`src/rtl/fetch_pkg.sv`:
```
`default_nettype none
// ============================================================================
// Module      : fetch_pkg
// Description : Shared types and constants for the instruction fetch control
//               block: datapath width, reset PC, PC step and FSM states.
// Revision    : 1.0 - initial release
// ============================================================================
package fetch_pkg;

    localparam int              XLEN             = 32;
    localparam logic [XLEN-1:0] RESET_PC_DEFAULT = 32'h0000_0000;
    localparam logic [XLEN-1:0] PC_INC           = 32'd4;
    localparam logic [XLEN-1:0] ALIGN_MASK       = 32'hFFFF_FFFC;

    typedef enum logic [1:0] {
        ST_IDLE  = 2'd0,
        ST_FETCH = 2'd1,
        ST_KILL  = 2'd2
    } fetch_state_e;

    // Force a byte address onto a word boundary.
    function automatic logic [XLEN-1:0] align_pc(input logic [XLEN-1:0] pc);
        return pc & ALIGN_MASK;
    endfunction

endpackage
`default_nettype wire

```
`src/rtl/fetch_ctrl_if.sv`:
```
`default_nettype none
// ============================================================================
// Module      : fetch_ctrl_if
// Description : Bundle of instruction-memory, decode-side and redirect
//               signals of the fetch controller. master = fetch_ctrl,
//               slave = memory / pipeline environment.
// Revision    : 1.0 - initial release
// ============================================================================
interface fetch_ctrl_if;
    import fetch_pkg::*;

    logic            imem_req;
    logic [XLEN-1:0] imem_addr;
    logic            imem_ack;
    logic [XLEN-1:0] imem_rdata;
    logic            stall;
    logic            redirect;
    logic [XLEN-1:0] redirect_pc;
    logic            if_valid;
    logic [XLEN-1:0] if_pc;
    logic [XLEN-1:0] if_pc4;
    logic [XLEN-1:0] if_inst;
    logic            misalign_trap;

    modport master (
        output imem_req, imem_addr, if_valid, if_pc, if_pc4, if_inst, misalign_trap,
        input  imem_ack, imem_rdata, stall, redirect, redirect_pc
    );

    modport slave (
        input  imem_req, imem_addr, if_valid, if_pc, if_pc4, if_inst, misalign_trap,
        output imem_ack, imem_rdata, stall, redirect, redirect_pc
    );

endinterface
`default_nettype wire

```
`src/rtl/fetch_pc.sv`:
```
`default_nettype none
// ============================================================================
// Module      : fetch_pc
// Description : Program counter register. Load (redirect) wins over
//               increment (accepted fetch); otherwise the value holds.
//               Exports pc and pc+4, both wrapping modulo 2^32.
// Revision    : 1.0 - initial release
// ============================================================================
module fetch_pc
    import fetch_pkg::*;
#(
    parameter logic [XLEN-1:0] RESET_PC = RESET_PC_DEFAULT
) (
    input  wire logic            clock,
    input  wire logic            reset,
    input  wire logic            load_i,
    input  wire logic [XLEN-1:0] load_val_i,
    input  wire logic            inc_i,
    output logic      [XLEN-1:0] pc_o,
    output logic      [XLEN-1:0] pc4_o
);

    logic [XLEN-1:0] pc_q;
    logic [XLEN-1:0] pc_d;

    // Next PC selection: load beats increment beats hold.
    always_comb begin
        pc_d = pc_q;
        if (load_i) begin
            pc_d = load_val_i;
        end else if (inc_i) begin
            pc_d = pc_q + PC_INC;
        end
    end

    // PC register, returns to RESET_PC immediately on reset.
    always_ff @(posedge clock or posedge reset) begin
        if (reset) begin
            pc_q <= RESET_PC;
        end else begin
            pc_q <= pc_d;
        end
    end

    assign pc_o  = pc_q;
    assign pc4_o = pc_q + PC_INC;

endmodule
`default_nettype wire

```
`src/rtl/fetch_ctrl.sv`:
```
`default_nettype none
// ============================================================================
// Module      : fetch_ctrl
// Description : Instruction fetch controller. Issues word fetches from the PC,
//               fills a single IF/ID slot, honours decode stall and branch
//               redirects. A redirect that hits an unacknowledged request
//               parks in KILL until the old request completes, then fetches
//               the stored target.
//               Optional feature macro: FETCH_CTRL_ALIGN_CHECK_EN
//                 defined   - misaligned redirect raises sticky misalign_trap
//                             and parks the block in IDLE until reset.
//                 undefined - redirect_pc[1:0] ignored, misalign_trap = 0.
// Revision    : 1.0 - initial release
// ============================================================================
module fetch_ctrl
    import fetch_pkg::*;
#(
    parameter logic [XLEN-1:0] RESET_PC = RESET_PC_DEFAULT
) (
    input  wire logic    clock,
    input  wire logic    reset,
    fetch_ctrl_if.master bus
);

    fetch_state_e    state_q, state_d;
    logic [XLEN-1:0] tgt_q, tgt_d;
    logic            if_valid_q, if_valid_d;
    logic [XLEN-1:0] if_pc_q, if_pc_d;
    logic [XLEN-1:0] if_pc4_q, if_pc4_d;
    logic [XLEN-1:0] if_inst_q, if_inst_d;
    logic            trap_q, trap_d;

    logic            pc_load;
    logic [XLEN-1:0] pc_load_val;
    logic            pc_inc;
    logic [XLEN-1:0] pc;
    logic [XLEN-1:0] pc4;

    logic            req;
    logic            hs;
    logic            consume;
    logic [XLEN-1:0] redir_tgt;
    logic            misalign;

`ifdef FETCH_CTRL_ALIGN_CHECK_EN
    assign redir_tgt = bus.redirect_pc;
    assign misalign  = bus.redirect && (bus.redirect_pc[1:0] != 2'b00);
`else
    assign redir_tgt = align_pc(bus.redirect_pc);
    assign misalign  = 1'b0;
`endif

    fetch_pc #(
        .RESET_PC (RESET_PC)
    ) u_pc (
        .clock      (clock),
        .reset      (reset),
        .load_i     (pc_load),
        .load_val_i (pc_load_val),
        .inc_i      (pc_inc),
        .pc_o       (pc),
        .pc4_o      (pc4)
    );

    // KILL keeps the abandoned request alive until memory answers it.
    assign req     = ((state_q == ST_FETCH) && (!if_valid_q || !bus.stall)) ||
                     (state_q == ST_KILL);
    assign hs      = req && bus.imem_ack;
    assign consume = if_valid_q && !bus.stall;

    // Next-state, slot and PC control; redirect and misalign override the rest.
    always_comb begin
        state_d     = state_q;
        tgt_d       = tgt_q;
        trap_d      = trap_q;
        if_valid_d  = if_valid_q && !consume;
        if_pc_d     = if_pc_q;
        if_pc4_d    = if_pc4_q;
        if_inst_d   = if_inst_q;
        pc_load     = 1'b0;
        pc_load_val = redir_tgt;
        pc_inc      = 1'b0;

        if (bus.redirect) begin
            if_valid_d = 1'b0;
        end

        case (state_q)
            ST_IDLE: begin
                if (!trap_q) begin
                    state_d = ST_FETCH;
                end
                if (bus.redirect) begin
                    pc_load = 1'b1;
                end
            end
            ST_FETCH: begin
                if (bus.redirect) begin
                    if (req && !bus.imem_ack) begin
                        state_d = ST_KILL;
                        tgt_d   = redir_tgt;
                    end else begin
                        pc_load = 1'b1;
                    end
                end else if (hs) begin
                    if_valid_d = 1'b1;
                    if_pc_d    = pc;
                    if_pc4_d   = pc4;
                    if_inst_d  = bus.imem_rdata;
                    pc_inc     = 1'b1;
                end
            end
            ST_KILL: begin
                if (bus.redirect) begin
                    tgt_d = redir_tgt;
                end
                if (bus.imem_ack) begin
                    state_d     = ST_FETCH;
                    pc_load     = 1'b1;
                    pc_load_val = bus.redirect ? redir_tgt : tgt_q;
                end
            end
            default: begin
                state_d = ST_IDLE;
            end
        endcase

        if (misalign) begin
            state_d    = ST_IDLE;
            trap_d     = 1'b1;
            if_valid_d = 1'b0;
            pc_load    = 1'b0;
            pc_inc     = 1'b0;
        end
    end

    // State, slot, stored redirect target and sticky trap registers.
    always_ff @(posedge clock or posedge reset) begin
        if (reset) begin
            state_q    <= ST_IDLE;
            tgt_q      <= RESET_PC;
            trap_q     <= 1'b0;
            if_valid_q <= 1'b0;
            if_pc_q    <= '0;
            if_pc4_q   <= '0;
            if_inst_q  <= '0;
        end else begin
            state_q    <= state_d;
            tgt_q      <= tgt_d;
            trap_q     <= trap_d;
            if_valid_q <= if_valid_d;
            if_pc_q    <= if_pc_d;
            if_pc4_q   <= if_pc4_d;
            if_inst_q  <= if_inst_d;
        end
    end

    assign bus.imem_req      = req;
    assign bus.imem_addr     = pc;
    assign bus.if_valid      = if_valid_q;
    assign bus.if_pc         = if_pc_q;
    assign bus.if_pc4        = if_pc4_q;
    assign bus.if_inst       = if_inst_q;
    assign bus.misalign_trap = trap_q;

endmodule
`default_nettype wire

```
`src/flat_wrapper.sv`:
```
// flat-port wrapper written by rule: the top's interface ports become plain ports
module fetch_ctrl_flat import fetch_pkg::*;
#(
    parameter logic [XLEN-1:0] RESET_PC = RESET_PC_DEFAULT
)
  (clock, reset, bus_imem_req, bus_imem_addr, bus_if_valid, bus_if_pc, bus_if_pc4, bus_if_inst, bus_misalign_trap, bus_imem_ack, bus_imem_rdata, bus_stall, bus_redirect, bus_redirect_pc);
  fetch_ctrl_if bus_i ();
  input  wire logic clock;
  input  wire logic reset;
  output wire logic [$bits(bus_i.imem_req)-1:0] bus_imem_req;
  output wire logic [$bits(bus_i.imem_addr)-1:0] bus_imem_addr;
  output wire logic [$bits(bus_i.if_valid)-1:0] bus_if_valid;
  output wire logic [$bits(bus_i.if_pc)-1:0] bus_if_pc;
  output wire logic [$bits(bus_i.if_pc4)-1:0] bus_if_pc4;
  output wire logic [$bits(bus_i.if_inst)-1:0] bus_if_inst;
  output wire logic [$bits(bus_i.misalign_trap)-1:0] bus_misalign_trap;
  input wire logic [$bits(bus_i.imem_ack)-1:0] bus_imem_ack;
  input wire logic [$bits(bus_i.imem_rdata)-1:0] bus_imem_rdata;
  input wire logic [$bits(bus_i.stall)-1:0] bus_stall;
  input wire logic [$bits(bus_i.redirect)-1:0] bus_redirect;
  input wire logic [$bits(bus_i.redirect_pc)-1:0] bus_redirect_pc;
  assign bus_imem_req = bus_i.imem_req;
  assign bus_imem_addr = bus_i.imem_addr;
  assign bus_if_valid = bus_i.if_valid;
  assign bus_if_pc = bus_i.if_pc;
  assign bus_if_pc4 = bus_i.if_pc4;
  assign bus_if_inst = bus_i.if_inst;
  assign bus_misalign_trap = bus_i.misalign_trap;
  assign bus_i.imem_ack = bus_imem_ack;
  assign bus_i.imem_rdata = bus_imem_rdata;
  assign bus_i.stall = bus_stall;
  assign bus_i.redirect = bus_redirect;
  assign bus_i.redirect_pc = bus_redirect_pc;
  fetch_ctrl #(.RESET_PC(RESET_PC)) u_core (.clock(clock), .reset(reset), .bus(bus_i));
endmodule
```
`config.mk`:
```
export PLATFORM = sky130hd
export DESIGN_NAME = fetch_ctrl_flat
export DESIGN_NICKNAME = d
export VERILOG_FILES = /design/src/rtl/fetch_pkg.sv /design/src/rtl/fetch_ctrl_if.sv /design/src/rtl/fetch_pc.sv /design/src/rtl/fetch_ctrl.sv /design/src/flat_wrapper.sv
export SDC_FILE = /design/constraint.sdc
export NUM_CORES = 1
export LEC_CHECK = 0
export ABC_CLOCK_PERIOD_IN_PS = 9400
export CORE_MARGIN = 5
export CORE_UTILIZATION = 52
export CTS_CLUSTER_SIZE = 8
export DETAILED_ROUTE_END_ITERATION = 7
export PLACE_DENSITY = 0.92
export SLEW_MARGIN = 40
export SYNTH_ARGS = -nofsm -noshare
export SYNTH_HDL_FRONTEND = slang
export SYNTH_SLANG_ARGS = --single-unit
```
`constraint.sdc`:
```
create_clock -name clock -period 9.4 [get_ports clock]
set_input_delay 1.88 -clock clock [delete_from_list [all_inputs] [get_ports clock]]
set_output_delay 1.88 -clock clock [all_outputs]
set_load 0.02 [all_outputs]
```
; ---- Word level (Yosys, flattened, before mapping)
; Index checks and enable logic that the tools add are counted.
[word_totals]
reg_bits = 163
in_bits = 69
out_inout_bits = 131
elab_cells = 55
[classes]
eq_ne = 5
mux = 24
n_bitwise = 1
n_reduce_logical = 17
n_addsub = 1
[ops]
columns = operator, count
row1 = 32-bit 2-to-1 mux, 7
row2 = 32-bit case mux with 2 select lines, 1
row3 = "32-bit by 3-bit adder with 32-bit output, second input constant", 1
row4 = 1-bit 2-to-1 mux, 11
row5 = 3-bit AND reduction, 3
row6 = 2-bit 2-to-1 mux, 3
row7 = "2-bit != test, second input constant", 3
row8 = 2-bit case mux with 3 select lines, 1
row9 = 1-bit logical AND, 5
row10 = 1-bit zero test, 4
row11 = 2-bit nonzero test, 2
row12 = 1-bit case mux with 3 select lines, 1
row13 = "2-bit by 1-bit equality test with 1-bit output, second input constant", 1
row14 = "2-bit equality test, second input constant", 1
row15 = 2-bit zero test, 1
row16 = 1-bit logical OR, 2
row17 = 1-bit NOT, 1

; ---- Depth between registers and ports, before layout
; Gate-level depths: netlist of run 1.
[logic_depth]
word_depth = 10
ltp_mapped = 9

; ---- Cells and area by module
; A second synthesis of run 1 with hierarchy kept.
[hier_totals]
hier_cells = 623
hier_area_um2 = 7754.9
[modules_own_cells]
columns = mod, seq_area_each_um2, n_inst, cells_per_inst, area_per_inst_um2
row1 = fetch_ctrl, 3278.1, 1, 330, 5340.1
row2 = fetch_pc, 800.8, 1, 293, 2414.8

; ---- Worst setup path before layout of run 1
; OpenSTA, ideal clock, no wires.
[synth_path]
path_type = input port to output port
start = in bus_stall
end = out bus_imem_req
slack_ns = 5.316
t_arrival_ns = 2.204
stages = 3
n_path_buf = 0
cell_sequence = nand2_1 > nand2_1 > nand2_1
[synth_via]
elab_chain_len = 4
[synth_lines]
columns = element, line_no
row1 = from (decl), flat_wrapper.sv:19  ; input wire logic [$bits(bus_i.stall)-1:0] bus_stall;
row2 = 1-bit zero test, fetch_ctrl.sv:66  ; assign req = ((state_q == ST_FETCH) && (!if_valid_q || !bus.stall)) ||
row3 = 1-bit logical OR, fetch_ctrl.sv:66
row4 = 1-bit logical AND, fetch_ctrl.sv:66
row5 = 1-bit logical OR, fetch_ctrl.sv:66
row6 = to (decl), flat_wrapper.sv:10  ; output wire logic [$bits(bus_i.imem_req)-1:0] bus_imem_req;
; Every way passes these cells.

; ---- Worst setup path in the final report of run 1
; Ends and elaborated chain as after synthesis.

==> results of run 1 <==
## logic make-up after synthesis
kind of cell | after synthesis
adders and majority gates | 1
DFF | 161
and+or+nand+nor | 322
muxes | 51
buffers and inverters | 61
AOI/OAI and AO/OA | 98
xor gates and xnor gates | 32
other | 1
## stage by stage
step,hold slack (ns),worst slack [ns],cell area (µm²)
after CTS,0.476,4.27,9850
after floorplan,0.454,3.17,7180
after detailed placement,0.462,4.28,9210
after global placement,0.456,4.29,9210
final,0.472,4.27,9860
after global routing,0.504,4.22,9860
## layer usage
| layer | share of wire | wire length [µm] | GRT usage | vias to the layer above |
|---|---|---|---|---|
| li1 | - | - | - | 2769 |
| met1 | 0.44 | 8140 | 0.312 | 2813 |
| met2 | 0.47 | 8820 | 0.371 | 228 |
| met3 | 0.079 | 1480 | 0.0690 | 17 |
| met4 | 0.014 | 270 | 0.0732 | 0 |
| met5 | 0 | 0 | 0 | - |
## flip-flops by register name (all words and copies together), names as in the netlist
name	count
u_core.bus.if_inst	32
u_core.bus.if_pc4	32
u_core.tgt_q	32
u_core.u_pc.pc_o	32
u_core.bus.if_pc	30
u_core.state_q	2
u_core.bus.if_valid	1
## path summary, 6_finish.rpt
check                                     startpoint               endpoint  slack, ns  depth (start not counted)
min in group asynchronous                      reset  u_core.bus.if_inst[9]       1.96                          2
worst min-delay path            u_core.bus.if_pc[17]   u_core.bus.if_pc[17]       0.47                          2
max in group asynchronous                      reset  u_core.bus.if_pc4[18]       6.32                          3
worst max register to register     u_core.state_q[1]   u_core.u_pc.pc_o[17]       6.56                          6
worst max-delay path                       bus_stall           bus_imem_req       4.27                          5
worst min register to register  u_core.bus.if_pc[17]   u_core.bus.if_pc[17]       0.47                          2
## area by class of cell
class	instances	share of cell area
Clock buffer	23	0.0495
Clock inverter	9	0.0155
Inverter	8	0.00381
Multi-Input combinational cell	505	0.295
Sequential cell	161	0.409
Tap cell	180	0.0229
Timing Repair Buffer	202	0.204
## cells in the mapped netlist, drive strengths merged (6+ instances only)
| cell | n |
|---|---|
| nand2 | 242 |
| dfrtp | 161 |
| mux2 | 35 |
| o21ai | 35 |
| buf | 28 |
| clkbuf | 25 |
| nor2 | 21 |
| xnor2 | 18 |
| a21oi | 17 |
| nand3 | 17 |
| mux2i | 16 |
| xor2 | 14 |
| nand4 | 12 |
| nor2b | 10 |
| a211oi | 8 |
| inv | 8 |
| a221o | 7 |
| a22oi | 7 |
| nor4 | 6 |
| o211ai | 6 |
## placed cells by master, fill, tap and decap left out, types with 3 or more instances in the layout
cell type,count
sky130_fd_sc_hd__a211oi_1,8
sky130_fd_sc_hd__a21oi_1,17
sky130_fd_sc_hd__a221o_1,7
sky130_fd_sc_hd__a22oi_1,7
sky130_fd_sc_hd__a31oi_1,3
sky130_fd_sc_hd__and2_1,3
sky130_fd_sc_hd__buf_4,4
sky130_fd_sc_hd__bufinv_16,4
sky130_fd_sc_hd__clkbuf_16,17
sky130_fd_sc_hd__clkbuf_8,4
sky130_fd_sc_hd__clkdlybuf4s50_1,196
sky130_fd_sc_hd__clkinvlp_4,3
sky130_fd_sc_hd__dfrtp_1,161
sky130_fd_sc_hd__inv_1,7
sky130_fd_sc_hd__mux2_2,35
sky130_fd_sc_hd__mux2i_1,16
sky130_fd_sc_hd__nand2_1,242
sky130_fd_sc_hd__nand3_1,15
sky130_fd_sc_hd__nand4_1,11
sky130_fd_sc_hd__nor2_1,21
sky130_fd_sc_hd__nor2b_1,10
sky130_fd_sc_hd__nor3_1,4
sky130_fd_sc_hd__o211a_1,3
sky130_fd_sc_hd__o211ai_1,6
sky130_fd_sc_hd__o21ai_0,35
sky130_fd_sc_hd__o22ai_1,3
sky130_fd_sc_hd__o32a_1,4
sky130_fd_sc_hd__xnor2_1,18
sky130_fd_sc_hd__xor2_1,14
## power breakdown
group | internal [mW] | switching (mW) | leakage (nW)
Clock | 0.472 | 0.266 | 0.305
Sequential | 0.975 | 0.238 | 1.98
Combinational | 0.610 | 0.672 | 2.08
## worst reg2reg max path, cell delays in order (launching register included)
cell                      delay (ns)
sky130_fd_sc_hd__dfrtp_1        0.48
sky130_fd_sc_hd__nor2b_1        0.39
sky130_fd_sc_hd__nand3_4        0.56
sky130_fd_sc_hd__buf_6          0.54
sky130_fd_sc_hd__nand2_1        0.28
sky130_fd_sc_hd__o21ai_0        0.12
sky130_fd_sc_hd__a221o_1        0.36
==> implementation parameters, run 1 <==
Parameter                              Value

Global routing
  GRT Resource Usage Total ... 0.234
  Largest net degree at the start of global routing ... 92
  Via count of the first global-routing pass ... 5,764
  Initial antenna violation count ... 0
  GR Overflow Total ... 0
  Global-route wire length before repair ... 30,000 µm

STA
  Final clock skew ... 0.00848 ns
  Tcrit/Tclk final ... 0.546
  Number of setup violations in the final report ... 0
  Final worst path period need ... a little over 5 ns
  Unrepaired setup endpoints after global routing ... false
  Fin. max-slew vios ... 0
  Transition at the pin with the smallest max-transition slack ... 0.708 ns
  Number of hold violations in the final report ... 0
  Maximum clock frequency ... between 0.15 and 0.2 GHz
  Slew HR ... 0.528
  Setup TNS Final ... 0 ns

Logic synthesis
  Async set-reset flop share out of synthesis ... 1.00
  Distinct cell type count of the synthesized netlist ... 45
  Count of state elements after synthesis ... about 160
  Share of the synthesized netlist area taken by xor and xnor gates ... 0.0390
  Number of synthesized flops with an enable pin ... 0
  Leading area contributor after synthesis ... sky130_fd_sc_hd__dfrtp_1
  Part of the Yosys area used for sequential elements ... 0.561
  Average size of a mapped cell ... between 9 and 10 µm²
  Main combinational cell family by area after synthesis ... simple AND/OR/NAND/NOR gates
  Fraction of the mapped netlist area in compound gates ... 0.0889
  Synth Instances ... 727
  Most frequently used flop master after synthesis ... sky130_fd_sc_hd__dfrtp_1
  Synthesized net count ... 797
  Multiplexer share of the synthesized area ... 0.0772
  Adder and majority cell fraction of the synthesized area ... 0.00174
  Synth top area share ... 0.561
  Ys Warns ... 0
  Top area cells in the synthesized netlist ... sky130_fd_sc_hd__dfrtp_1, sky130_fd_sc_hd__nand2_1, sky130_fd_sc_hd__mux2_2, sky130_fd_sc_hd__o21ai_0, sky130_fd_sc_hd__mux2i_1
  Synth Area in Simple Gates ... 0.194
  Post-synthesis instance area ... 0.00718 mm²

Detailed routing
  DRC marker count from the first detailed-route iteration ... 391
  Average detailed-routed wire length per instance ... approximately 17 µm
  Final routed DRC violation total ... 0
  Vias per cell ... roughly 5.4
  Total Routed Length ... ~19,000 µm
  Number of detailed-routing iterations run before antenna repair ... 4
  Count of vias placed by the detailed router ... roughly 5,800
  Antenna-violating nets left ... 0

Power
  Power per cell area ... roughly 330 mW/mm²
  Maximum vdd ir drop ... approximately 0.00017 V
  P_leak ... 4.37 nW
  Overall Power ... about 3.2 mW

Floorplan
  Std-Cell Core Area ... 0.0137 mm²
  Width of the die ... about 130 µm
  Die extent in y ... around 130 µm
  Count of standard-cell rows ... 43
  Number of top-level design ports ... 200
  Die area ... 0.0163 mm²
  Effective utilization at floorplan ... 0.523

Layout
  Layout Nets ... roughly 970
  Fraction of the core area covered by cells at the end of the flow ... 0.718
  Area taken by multi-input logic gates ... 0.00291 mm²
  # fillers ... between 1,000 and 1,500
  Share of cells above drive strength 1 ... 0.0903
  Relative area change from synthesis to final layout ... 37.2%
  Storage cell area ... about 0.0040 mm²
  Fin cells ... between 1,000 and 1,500
  Antenna Diode Count ... 0

Clock network
  Max Root-Sink Buffers ... 2
  Number of H-tree levels ... 4
  Number of buffers added for setup after CTS ... 0
  Clock latency on the worst-skew pair ... 0.42 ns
  Cts bufs inserted ... 17
  Hold buffers post-CTS ... 0
  Buffer cell driving the clock tree root ... sky130_fd_sc_hd__clkbuf_16
  Clock-pin slew of the registers on the worst-case setup and hold paths ... 0.06 ns
  CTS tree ... done
  Cells resized by post-CTS repair ... 0
  # clock sinks ... roughly 160

Worst setup path
  Worst setup SP type ... input pin
  Critical path endpoint category ... primary output
  Crit Path Category ... in -> out
  Kind of cell adding the most delay to the critical path ... buffers and inverters
  Worst-path fanout max ... 6
  Dominant cell type by count on the critical path ... sky130_fd_sc_hd__nand2_1
  Cell breakdown of the critical path ... clkdlybuf4s50_1, nand2_1, nand2_1, nand2_1, clkdlybuf4s50_1
  Cell at the slowest stage of the critical path ... sky130_fd_sc_hd__clkdlybuf4s50_1
  Data required time of the worst path ... approximately 7.5 ns
  Delay of the slowest cell on the worst path ... roughly 0.6 ns
  Critical path buffer and inverter count ... 2
  Arrival time at the worst endpoint ... between 3 and 4 ns

Place
  Placer's final routability congestion estimate ... ~0.86
  Estimated wirelength of the detail-placed design ... 13,000 µm
  Port Buffer Count ... 196
  Total placed cells including tap cells ... around 1,100

Status
  Run status ... completed

Hold path
  Path class of the lowest-slack min-delay path ... reg -> reg

Job
  Max-cap viol count ... 0
No activity file was read; power rests on OpenSTA's default activity.
==> run 2, diff against run 1 <==
Settings changed: ABC_CLOCK_PERIOD_IN_PS 9400 to 4900, CORE_UTILIZATION 52 to 48, PLACE_DENSITY 0.92 to 0.86.
Clock period 9.4 ns to 4.9 ns, I/O delays scaled along.
==> run 2 against run 1 <==
- combinational power grew 93%
- sequential cell count is the same
- sequential share of layout area is essentially flat
- core utilization shrank 4.2 points
- via count grew 0.12%
- count of clock-buffer cells in the layout shrank 3
- first-iteration DRC count shrank 5.9%
- highest routed layer unchanged
==> implementation parameters, run 2 (synthesized netlist as in run 1, its figures left out) <==
Parameter                              Value

Power
  Clock network fraction of total power ... 0.225 (-0.003)
  Switching pwr ... 2.27 mW (+93%)
  Switching Fraction ... 0.366 (+0.00270)
  Logic pwr share ... 0.399 (+0.002)
  Maximum vdd ir drop ... 0.000319 V (+84%)
  P_leak ... 4.38 nW (+0.29%)
  P_int ... 3.92 mW (+90%)
  Sequential Power Share ... 0.376 (about the same)
  Power per cell area ... 627 mW/mm² (+91%)

Hold path
  WHS Endpoint ... u_core.bus.if_pc[25]
  Worst hold stages ... 2 (unchanged)
  Path class of the lowest-slack min-delay path ... reg -> reg
  Min-delay src ... u_core.bus.if_pc[25]

Global routing
  Via count of the first global-routing pass ... 5,676 (-1.5%)
  Layer with the highest usage ... met2
  Met1 demand-to-capacity share in global routing ... 0.288 (-0.0246)
  GR Overflow Total ... 0 (unchanged)
  Global-route wire length before repair ... 30,400 µm (+1.5%)
  Met2 usage in global routing ... 0.330 (-0.0414)
  Largest net degree at the start of global routing ... 136 (+48%)
  GRT Resource Usage Total ... 0.215 (-0.0191)
  M3 GR Usage ... 0.0676 (-0.00142)
  Initial antenna violation count ... 0 (unchanged)

Worst setup path
  Dominant cell type by count on the critical path ... sky130_fd_sc_hd__nand2_1
  Critical path endpoint category ... primary output
  Data required time of the worst path ... 3.92 ns (-3.60 ns)
  Startpoint of the worst register-to-register path ... u_core.u_pc.pc_o[2]
  Cell at the slowest stage of the critical path ... sky130_fd_sc_hd__clkdlybuf4s50_1
  Worst setup SP type ... input pin
  Worst r2r path cells ... 6 (unchanged)
  Arrival time at the worst endpoint ... 2.35 ns (-0.90 ns)
  Worst-path fanout max ... 6 (unchanged)
  Setup slack, reg-to-reg ... 2.28 ns (-4.28 ns)
  Endpoint of the worst-slack reg-to-reg timing path ... u_core.u_pc.pc_o[18]
  Crit Path Category ... in -> out
  Cell breakdown of the critical path ... clkdlybuf4s50_1, nand2_1, nand2_1, nand2_1, clkdlybuf4s50_1
  Delay of the slowest cell on the worst path ... 0.60 ns (about the same)

Layout
  Share of cells above drive strength 1 ... 0.0944 (+0.00409)
  Relative area change from synthesis to final layout ... 37.4%
  # fillers ... 1,141 (+13%)
  Summed area of non-filler cells in the final layout ... 0.00987 mm² (+0.11%)
  Antenna Diode Count ... 0 (unchanged)
  Most frequent standard cell in the layout excluding fill and tap cells ... sky130_fd_sc_hd__nand2_1
  Most frequent cells in the layout ... sky130_fd_sc_hd__nand2_1, sky130_fd_sc_hd__clkdlybuf4s50_1, sky130_fd_sc_hd__dfrtp_1
  Layout Nets ... 968 (+0.31%)

Clock network
  # clock sinks ... 161 (unchanged)
  Clock latency on the worst-skew pair ... 0.42 ns (about the same)
  Cells resized by post-CTS repair ... 0 (unchanged)
  Cts bufs inserted ... 17 (unchanged)
  Number of buffers added for setup after CTS ... 0 (unchanged)
  Max Root-Sink Buffers ... 2 (unchanged)
  Number of H-tree levels ... 4 (unchanged)
  CTS tree ... done
  Clock-pin slew of the registers on the worst-case setup and hold paths ... 0.05 ns (about the same)
  Hold buffers post-CTS ... 0 (unchanged)
  Buffer cell driving the clock tree root ... sky130_fd_sc_hd__clkbuf_16

Place
  Minimum setup slack after placement ... 1.37 ns (-2.91 ns)
  Placer's final routability congestion estimate ... 0.833 (-3.0%)
  Cell area after placement ... 0.00925 mm² (+0.42%)
  Estimated wirelength of the detail-placed design ... 13,200 µm (+1.8%)
  Port Buffer Count ... 196 (unchanged)

Floorplan
  Die extent in y ... 132 µm (+3.8%)
  Width of the die ... 132 µm (+3.8%)
  Die area ... 0.0175 mm² (+7.7%)
  Effective utilization at floorplan ... 0.492 (-0.0312)
  Count of standard-cell rows ... 44 (+2.3%)
  Std-Cell Core Area ... 0.0146 mm² (+6.3%)
  Number of top-level design ports ... 200 (unchanged)

STA
  Unrepaired setup endpoints after global routing ... false
  Tightest hold margin ... 0.469 ns (-0.00333 ns)
  Tcrit/Tclk final ... 0.680
  Slew HR ... 0.486 (-0.0418)
  Maximum clock frequency ... roughly 0.30 GHz
  Setup TNS Final ... 0 ns (unchanged)
  Transition at the pin with the smallest max-transition slack ... 0.771 ns (+0.0627 ns)
  Final worst-path setup slack ... 1.57 ns (-2.70 ns)
  Final worst path period need ... approximately 3.3 ns
  Number of setup violations in the final report ... 0 (unchanged)
  Final clock skew ... 0.00940 ns (+0.000925 ns)
  Number of hold violations in the final report ... 0 (unchanged)
  Fin. max-slew vios ... 0 (unchanged)

Detailed routing
  Number of detailed-routing iterations run before antenna repair ... 5 (+1)
  Vias per cell ... 5.33 (-0.52%)
  Antenna-violating nets left ... 0 (unchanged)
  Final routed DRC violation total ... 0 (unchanged)
  Average detailed-routed wire length per instance ... 17.3 µm (+0.38%)
  Total Routed Length ... 18,900 µm (+1.0%)
  Count of vias placed by the detailed router ... 5,834 (+0.12%)
  DRC marker count from the first detailed-route iteration ... 368 (-5.9%)

Status
  Run status ... completed

Job
  Max-cap viol count ... 0 (unchanged)
## run 2: changes by cell type in the layout (fill, tap and decap cells not counted), sizes merged
cell	change
clkinvlp	-1
clkinv	+5
inv	-1
clkbuf	-3
buf	+3
## run 2: worst max-delay path by stage
stage | to | from
2_1_floorplan | u_core.bus.if_inst[0] | reset
5_1_grt | bus_imem_req | bus_stall
3_3_place_gp | u_core.u_pc.pc_o[21] | bus_imem_ack
3_5_place_dp | u_core.u_pc.pc_o[21] | bus_imem_ack
6_report | bus_imem_req | bus_stall
4_1_cts | bus_imem_req | bus_stall
## run 2: critical path: cells and delay by family
kind	cells	cell delay, ns
simple gates	3	0.36
buf+inv	2	1.01
## run 2: cell type report
| cell class | count | area [µm²] | area share |
|---|---|---|---|
| multi-input combinational | 505 | 2910 | 0.295 |
| sequential | 161 | 4030 | 0.408 |
| clock inverter | 12 | 163 | 0.0165 |
| inverter | 8 | 33.8 | 0.00342 |
| clock buffer | 20 | 457 | 0.0463 |
| timing repair buffer | 205 | 2040 | 0.207 |
| tap | 184 | 230 | 0.0233 |
## run 2: routing by layer
layer	part of all wire	routed length, µm
met4	0.018	344
met2	0.46	8750
met5	0	0
met1	0.44	8220
met3	0.084	1580
## run 2: per-stage QoR
| step | utilization | power, mW | instances |
|---|---|---|---|
| after floorplan | - | 3.57 | 727 |
| after detailed placement | 0.634 | 4.82 | 1063 |
| after CTS | 0.676 | 6.23 | 1095 |
| after global placement | 0.634 | 4.74 | 1063 |
| final | 0.676 | 6.18 | 1095 |
| after global routing | 0.676 | 6.51 | 1095 |
## run 2: power groups by stage
stage               Sequential [mW]  Clock (mW)  Combinational, mW
detailed placement             2.34           0               2.48
global placement               2.31           0               2.44
floorplan                      2.76           0              0.818
finish                         2.32        1.39               2.47
global route                   2.40        1.47               2.64
CTS                            2.32        1.41               2.49
==> run 3, diff against run 2 <==
Settings changed: ABC_CLOCK_PERIOD_IN_PS 4900 to 3350.
Clock period 4.9 ns to 3.35 ns, I/O delays scaled along.
==> run 3 against run 2 <==
- critical path type is now reg -> out
- die area unchanged
- largest cell class unchanged
- count of clock-buffer cells in the layout up 4
- clock skew down 0.0024 ns
- sequential share of layout area down 0.25 points
- critical path depth down 1
- routed wire length up 0.44%
- sequential cell count unchanged
- hold slack better by 0.00075 ns
- worst setup slack worse by 0.94 ns
- via count up 0.53%
- clock power up 35%
==> implementation parameters, run 3 (synthesized netlist as in run 1, its figures left out) <==
Parameter                              Value

Global routing
  Initial antenna violation count ... 0 (unchanged)
  GRT Resource Usage Total ... 0.218 (+0.00313)
  Via count of the first global-routing pass ... 5,744 (+1.2%)
  GR Overflow Total ... 0 (unchanged)
  Global-route wire length before repair ... 30,900 µm (+1.6%)
  Largest net degree at the start of global routing ... 45 (-67%)

Worst setup path
  Crit Path Category ... reg -> out
  Worst-path fanout max ... 6 (unchanged)
  Critical path endpoint category ... primary output
  Data required time of the worst path ... 2.68 ns (-1.24 ns)
  Worst setup SP type ... flip-flop
  Arrival time at the worst endpoint ... 2.05 ns (-0.30 ns)

STA
  Maximum clock frequency ... roughly 0.37 GHz
  Slew HR ... 0.495 (+0.00927)
  Tcrit/Tclk final ... 0.812
  Final worst path period need ... between 2 and 3 ns
  Fin. max-slew vios ... 0 (unchanged)
  Setup TNS Final ... 0 ns (unchanged)
  Number of setup violations in the final report ... 0 (unchanged)
  Transition at the pin with the smallest max-transition slack ... 0.755 ns (-0.0155 ns)
  Tightest hold margin ... 0.469 ns (+0.000752 ns)
  Final worst-path setup slack ... 0.628 ns (-0.940 ns)
  Unrepaired setup endpoints after global routing ... false
  Number of hold violations in the final report ... 0 (unchanged)
  Final clock skew ... 0.00702 ns (-0.00239 ns)

Detailed routing
  Total Routed Length ... 19,000 µm (+0.44%)
  Count of vias placed by the detailed router ... 5,865 (+0.53%)
  Final routed DRC violation total ... 0 (unchanged)
  Vias per cell ... 5.32 (-0.20%)
  Antenna-violating nets left ... 0 (unchanged)
  Average detailed-routed wire length per instance ... 17.2 µm (-0.28%)
  Number of detailed-routing iterations run before antenna repair ... 5 (unchanged)
  DRC marker count from the first detailed-route iteration ... 375 (+1.9%)

Floorplan
  Effective utilization at floorplan ... 0.492 (unchanged)
  Number of top-level design ports ... 200 (unchanged)
  Std-Cell Core Area ... 0.0146 mm² (unchanged)
  Count of standard-cell rows ... 44 (unchanged)
  Die extent in y ... 132 µm (unchanged)
  Width of the die ... 132 µm (unchanged)
  Die area ... 0.0175 mm² (unchanged)

Power
  P_leak ... 4.42 nW (+0.93%)
  Sequential Power Share ... 0.381 (+0.005)
  Overall Power ... 8.90 mW (+44%)
  Clock network fraction of total power ... 0.211 (-0.014)
  Maximum vdd ir drop ... 0.000471 V (+48%)
  Switching pwr ... 3.27 mW (+44%)
  Switching Fraction ... 0.367 (+0.000675)
  Power per cell area ... 897 mW/mm² (+43%)
  P_int ... 5.63 mW (+44%)
  Logic pwr share ... 0.408 (+0.009)

Clock network
  Max Root-Sink Buffers ... 2 (unchanged)
  Hold buffers post-CTS ... 0 (unchanged)
  Number of H-tree levels ... 4 (unchanged)
  CTS tree ... done
  Cts bufs inserted ... 17 (unchanged)
  # clock sinks ... 161 (unchanged)
  Cells resized by post-CTS repair ... 0 (unchanged)
  Number of buffers added for setup after CTS ... 0 (unchanged)
  Clock latency on the worst-skew pair ... 0.42 ns (about the same)
  Clock-pin slew of the registers on the worst-case setup and hold paths ... 0.06 ns (about the same)
  Buffer cell driving the clock tree root ... sky130_fd_sc_hd__clkbuf_16

Layout
  Antenna Diode Count ... 0 (unchanged)
  Most frequent standard cell in the layout excluding fill and tap cells ... sky130_fd_sc_hd__nand2_1
  Share of cells above drive strength 1 ... 0.100 (+0.00571)
  Layout Nets ... 978 (+1.0%)
  Most frequent cells in the layout ... sky130_fd_sc_hd__nand2_1, sky130_fd_sc_hd__clkdlybuf4s50_1, sky130_fd_sc_hd__dfrtp_1
  Relative area change from synthesis to final layout ... 38.2%
  Fraction of the core area covered by cells at the end of the flow ... 0.681 (+0.00420)

Status
  Run status ... completed

Place
  Estimated wirelength of the detail-placed design ... 13,700 µm (+3.8%)
  Minimum setup slack after placement ... 0.439 ns (-0.931 ns)
  Port Buffer Count ... 196 (unchanged)
  Placer's final routability congestion estimate ... 0.855 (+2.7%)

Job
  Max-cap viol count ... 0 (unchanged)

Hold path
  Path class of the lowest-slack min-delay path ... reg -> reg
[run 3: metrics by stage]
stage          area [µm²]  std cells
4_1_cts              9930       1103
3_5_place_dp         9360       1073
2_1_floorplan        7190        727
6_report             9930       1103
3_3_place_gp         9360       1073
5_1_grt              9930       1103
[run 3: area by class of cell]
class / count / area, µm²
Inverter: 8 / 33.8
Clock inverter: 6 / 80.1
Multi-Input combinational cell: 505 / 2910
Timing Repair Buffer: 215 / 2150
Fill cell: 1124 / 4660
Sequential cell: 161 / 4030
Tap cell: 184 / 230
Clock buffer: 24 / 492
[run 3: worst paths after layout]
check	start	to	slack, ns	cells past startpoint
min in group asynchronous	reset	u_core.bus.if_inst[20]	0.75	2
max reg2reg	u_core.u_pc.pc_o[2]	u_core.u_pc.pc_o[18]	0.81	6
max	u_core.state_q[0]	bus_imem_req	0.63	4
min reg2reg	u_core.bus.if_inst[10]	u_core.bus.if_inst[10]	0.47	2
max in group asynchronous	reset	u_core.bus.if_inst[0]	1.89	3
min	u_core.bus.if_inst[10]	u_core.bus.if_inst[10]	0.47	2
[run 3: metal layers]
layer / global-route usage / wire length (µm) / vias to the layer above
li1: - / - / 2797
met4: 0.0554 / 278 / 0
met1: 0.293 / 8240 / 2828
met5: 0 / 0 / -
met3: 0.0790 / 1680 / 23
met2: 0.339 / 8790 / 217
[run 3: critical path, stage by stage (launching register included)]
cell                              delay [ns]
sky130_fd_sc_hd__dfrtp_1                0.47
sky130_fd_sc_hd__nor2b_1                0.41
sky130_fd_sc_hd__nand2_1                0.09
sky130_fd_sc_hd__nand2_1                0.07
sky130_fd_sc_hd__clkdlybuf4s50_1        0.60
[run 3: power by group through the flow]
| stage | combinational (mW) | sequential, mW | clock [mW] |
|---|---|---|---|
| 3_3_place_gp | 3.58 | 3.38 | 0 |
| 2_1_floorplan | 1.20 | 4.03 | 0 |
| 4_1_cts | 3.68 | 3.39 | 1.92 |
| 5_1_grt | 3.89 | 3.51 | 2.00 |
| 6_report | 3.63 | 3.39 | 1.88 |
| 3_5_place_dp | 3.66 | 3.42 | 0 |
